### src/rtl/baccarat_pkg.sv
// Shared definitions for the Baccarat (Punto Banco) round controller and its helpers.
package baccarat_pkg;

  typedef enum logic [3:0] {
    S_IDLE = 4'd0,
    S_P1   = 4'd1,
    S_D1   = 4'd2,
    S_P2   = 4'd3,
    S_D2   = 4'd4,
    S_EVAL = 4'd5,
    S_P3   = 4'd6,
    S_BANK = 4'd7,
    S_D3   = 4'd8,
    S_DONE = 4'd9
  } state_t;

  localparam logic [3:0] NATURAL_MIN     = 4'd8;
  localparam logic [3:0] PLAYER_DRAW_MAX = 4'd5;
  localparam logic [3:0] FACE_MIN        = 4'd10;

endpackage

### src/rtl/banker_rule.sv
// Banker third-card tableau: decides whether the banker draws, given the
// banker score and the player's third card (faces and tens count as zero).
module banker_rule
  import baccarat_pkg::*;
(
  input  logic [3:0] dscore,
  input  logic [3:0] pcard3,
  output logic       draw
);

  logic [3:0] tv;

  always_comb begin
    tv   = (pcard3 >= FACE_MIN) ? 4'd0 : pcard3;
    draw = 1'b0;
    case (dscore)
      4'd0, 4'd1, 4'd2: draw = 1'b1;
      4'd3:             draw = (tv != 4'd8);
      4'd4:             draw = (tv >= 4'd2) && (tv <= 4'd7);
      4'd5:             draw = (tv >= 4'd4) && (tv <= 4'd7);
      4'd6:             draw = (tv >= 4'd6) && (tv <= 4'd7);
      default:          draw = 1'b0;
    endcase
  end

endmodule

### src/rtl/deal_sequencer.sv
// Round controller: sequences the six card-load strobes, applies the natural
// and third-card rules from datapath feedback, and lights the winner.
module deal_sequencer
  import baccarat_pkg::*;
(
  input  logic       clk,
  input  logic       reset,
  input  logic       start,
  input  logic [3:0] pscore,
  input  logic [3:0] dscore,
  input  logic [3:0] pcard3,
  output logic       load_pcard1,
  output logic       load_pcard2,
  output logic       load_pcard3,
  output logic       load_dcard1,
  output logic       load_dcard2,
  output logic       load_dcard3,
  output logic       player_win_light,
  output logic       dealer_win_light,
  output logic       round_done
);

  state_t state, state_next;
  logic   banker_draw;
  logic   natural;

  banker_rule u_banker_rule (
    .dscore (dscore),
    .pcard3 (pcard3),
    .draw   (banker_draw)
  );

  always_ff @(posedge clk or negedge reset) begin
    if (!reset) state <= S_IDLE;
    else        state <= state_next;
  end

  assign natural = (pscore >= NATURAL_MIN) || (dscore >= NATURAL_MIN);

  // Unlisted encodings fall back to IDLE so an upset can never wedge the round.
  always_comb begin
    state_next = S_IDLE;
    case (state)
      S_IDLE: state_next = start ? S_P1 : S_IDLE;
      S_P1:   state_next = S_D1;
      S_D1:   state_next = S_P2;
      S_P2:   state_next = S_D2;
      S_D2:   state_next = S_EVAL;
      S_EVAL: begin
        if (natural)                        state_next = S_DONE;
        else if (pscore <= PLAYER_DRAW_MAX) state_next = S_P3;
        else if (dscore <= PLAYER_DRAW_MAX) state_next = S_D3;
        else                                state_next = S_DONE;
      end
      S_P3:   state_next = S_BANK;
      S_BANK: state_next = banker_draw ? S_D3 : S_DONE;
      S_D3:   state_next = S_DONE;
      S_DONE: state_next = S_DONE;
      default: state_next = S_IDLE;
    endcase
  end

  always_comb begin
    load_pcard1      = (state == S_P1);
    load_dcard1      = (state == S_D1);
    load_pcard2      = (state == S_P2);
    load_dcard2      = (state == S_D2);
    load_pcard3      = (state == S_P3);
    load_dcard3      = (state == S_D3);
    round_done       = (state == S_DONE);
    player_win_light = round_done && (pscore >= dscore);
    dealer_win_light = round_done && (dscore >= pscore);
  end

endmodule
### config.mk
export PLATFORM = sky130hd
export DESIGN_NAME = deal_sequencer
export DESIGN_NICKNAME = d
export VERILOG_FILES = /design/src/rtl/baccarat_pkg.sv /design/src/rtl/banker_rule.sv /design/src/rtl/deal_sequencer.sv
export SDC_FILE = /design/constraint.sdc
export NUM_CORES = 1
export LEC_CHECK = 0
export ABC_CLOCK_PERIOD_IN_PS = 1350
export BUFFER_PORTS_ARGS = -buffer_cell sky130_fd_sc_hd__buf_4
export CORE_AREA = 2 2 39 41
export DETAILED_ROUTE_END_ITERATION = 12
export DIE_AREA = 0 0 41 43
export PLACE_DENSITY_LB_ADDON = 0.1
export SYNTH_ARGS = -nofsm -noshare
export SYNTH_HDL_FRONTEND = slang
export SYNTH_SLANG_ARGS = --single-unit
### constraint.sdc
create_clock -name clk -period 1.35 [get_ports clk]
set_input_delay 0.135 -clock clk [delete_from_list [all_inputs] [get_ports clk]]
set_output_delay 0.135 -clock clk [all_outputs]
set_load 0.01 [all_outputs]
==> flow_summary.ini <==
[setup_path]
cp-start-kind = flop
reg2reg_slack_ns = -0.04
worstSetupPathType = reg -> reg
worstSetupPathDepth = 6
crit_slowest_cell = dfrtp_1
critical_path.most_common_cell = buf_4
timing.rr.start = state[2]
startpoint = state[2]
path_buf_inv = 2
path_cells = buf_4 -> buf_4 -> a21bo_1 -> nand2_1 -> a21oi_1 -> or3_1
cp.arrival_ns = 1.49
endpoint = state[0]
r2r_end = state[0]
r2r_cells = 6
critical-path-max-stage-delay_ns = 0.39
path_delay_family = flip-flops
cp_max_fo = 5
crit_path_end_kind = flop
cp_data_required_time_ns = 1.45

[grt]
grt_overflow_total = 0
grt_use_total_pct = 16.0
grt_pass1_wl_um = 1940
grt_start_max_net_pins = 10
antenna_found_initial = 0
first_global_vias = 487

[detailed_routing]
vias = 547
vias_per_cell = 4.97
wl_per_cell_um = 11.3
drt_iter0_drc = 3
wl_um = 1240
dr.pass1.iters = 2
drcViolationCount = 0
ant_nets = 0

[timing]
final-max-slew-violation-count = 0
finalSetupViolations = 4
setup_slack_ns = -0.0407
rsz0062_at_grt = yes
finalCriticalPeriod_ns = 1.39
skew_ns = 0.00404
setup_tns_ns = -0.118
layout_worst_path_cycle_share_pct = 103
worst_pin_slew_ns = 0.315
relSlewSlack_pct = 78.5
fin_hold_ws_ns = 0.251
hold_viol_final = 0
fmax_mhz = 719

[clocking]
cts_max_path_buffers = 2
cts_tree = yes
numCtsBuffers = 3
worstSkewPairLatency_ns = 0.23
cts_sinks = 4
cts_max_level = 1
path_clk_slew_ns = 0.04
cts_root_buf = clkbuf_4

[cells_and_area]
final_nets = 115
antennaDiodeCount = 0
drive_above_1_share_pct = 57.4
fin_cells = 110
fillers = 128
utilization_pct = 60.4
largest_register_ffs = 4
syn_to_final_growth_pct = 86.1
top_regs = state (4)
regMostFlops = state

[status]
status = finished with violations
violations = setup timing

[yosys]
syn_inst = 58
yosysWarnings = 0
netlist_top_cells_area = dfrtp_1 (22%), ha_1 (11%), nor3_1 (6.7%)
yosysTopAreaCellShare_pct = 22.3
yosys.area.top_type = dfrtp_1
synth_nets = 77
avgSynthCellArea_um2 = 7.74
ys_ff_latch = 4
synth_cell_types = 31
synth_area_um2 = 449
ys_seq_area_share_pct = 22.3

[die]
initial_core_util_pct = 32.5
coreArea_um2 = 1380
std_cell_rows = 14
die_area_um2 = 1760
io_pins = 24
fp.dieW_um = 41
chipHeight_um = 43

[worst_hold_path]
hold_path_class = in -> async

[power]
leakagePower_nw = 0.407
max-vdd-ir-drop_uv = 792
powerDensity_nw_per_um2 = 1480
power_w = 0.00123

[place]
globalplace.congestion = 0.803
port_buffers = 23
dp_hpwl_um = 961
dp_cells = 101

[flow_run]
maxCapViolCount = 0
==> cell families after synthesis <==
logic type | synth area share (%)
flops | 22.3
simple gates | 26.5
buf+inv | 10.3
fa+ha+maj | 11.1
compound gates | 29.8
==> layout make-up <==
| class | instances | area, µm² | share of cell area, % |
|---|---|---|---|
| multi-input combinational | 44 | 382 | 45.7 |
| timing repair buffer | 36 | 284 | 34.0 |
| sequential | 4 | 101 | 12.1 |
| inverter | 7 | 26.3 | 3.14 |
| clock buffer | 3 | 22.5 | 2.69 |
| tap | 16 | 20.0 | 2.40 |
==> worst min-delay path by stage <==
stage / startpoint / end / slack, ns / cells past startpoint
after CTS: reset / state[1] / 0.24 / 2
final: reset / state[3] / 0.25 / 2
after detailed placement: reset / state[1] / -0.07 / 1
after global routing: reset / state[3] / 0.25 / 2
after floorplan: reset / state[0] / -0.16 / 0
after global placement: reset / state[1] / -0.07 / 1
==> synth_stat cells, drive strengths merged <==
cell,instances
nor3,6
or2b,1
a211o,1
o221ai,1
o21bai,1
o21ai,2
or3,1
nand2b,3
nand4,1
inv,7
buf,3
nand2,2
nor2,5
ha,4
a21bo,1
dfrtp,4
a211oi,1
a31o,1
a31oi,1
o22ai,1
o21a,1
nor2b,1
nand4bb,1
a22oi,1
a21o,1
a311oi,1
a2111oi,1
a21oi,4
==> layout by cell type (no fill, tap or decap), types with 3 or more instances in the layout <==
cell type / synthesis / routed
a21oi_1: 4 / 4
nor2_1: 5 / 4
buf_6: 0 / 3
inv_1: 7 / 6
nor3_2: 0 / 4
ha_1: 4 / 3
dfrtp_1: 4 / 3
clkbuf_4: 0 / 3
buf_4: 2 / 32
==> through the flow <==
stage	setup WS (ns)	cell area, µm²
CTS	-0.0413	783
floorplan	0.00285	449
global route	-0.121	836
finish	-0.0407	836
global placement	-0.0438	674
detailed placement	-0.0798	674
==> worst reg2reg max path, stage by stage, from the launching register on <==
cell and delay, ns:
dfrtp_1 0.39, buf_4 0.15, buf_4 0.14, a21bo_1 0.16, nand2_1 0.06, a21oi_1 0.05, or3_1 0.31
==> per-layer routing <==
metal / vias up / global-route usage, % / routed length (µm)
met5: - / 0 / 0
met3: 0 / 7.85 / 61
met1: 243 / 21.1 / 590
li1: 286 / - / -
met2: 18 / 24.7 / 586
met4: 0 / 0 / 0
==> what timing repair did <==
action	4_1_cts	5_1_grt
buffers inserted	2	3
endpoints found under the setup margin	5	9
gates resized for setup	12	7
pin swaps	7	5
endpoints found under the hold margin	4	0
hold buffers	1	0
cloned	0	0
==> power by group <==
group,internal (W),switching [W]
combinational,0.000470,0.000381
clock,0.0000991,0.0000447
sequential,0.000173,0.0000651
total,0.000742,0.000491
No activity file was read; power rests on OpenSTA's default activity.
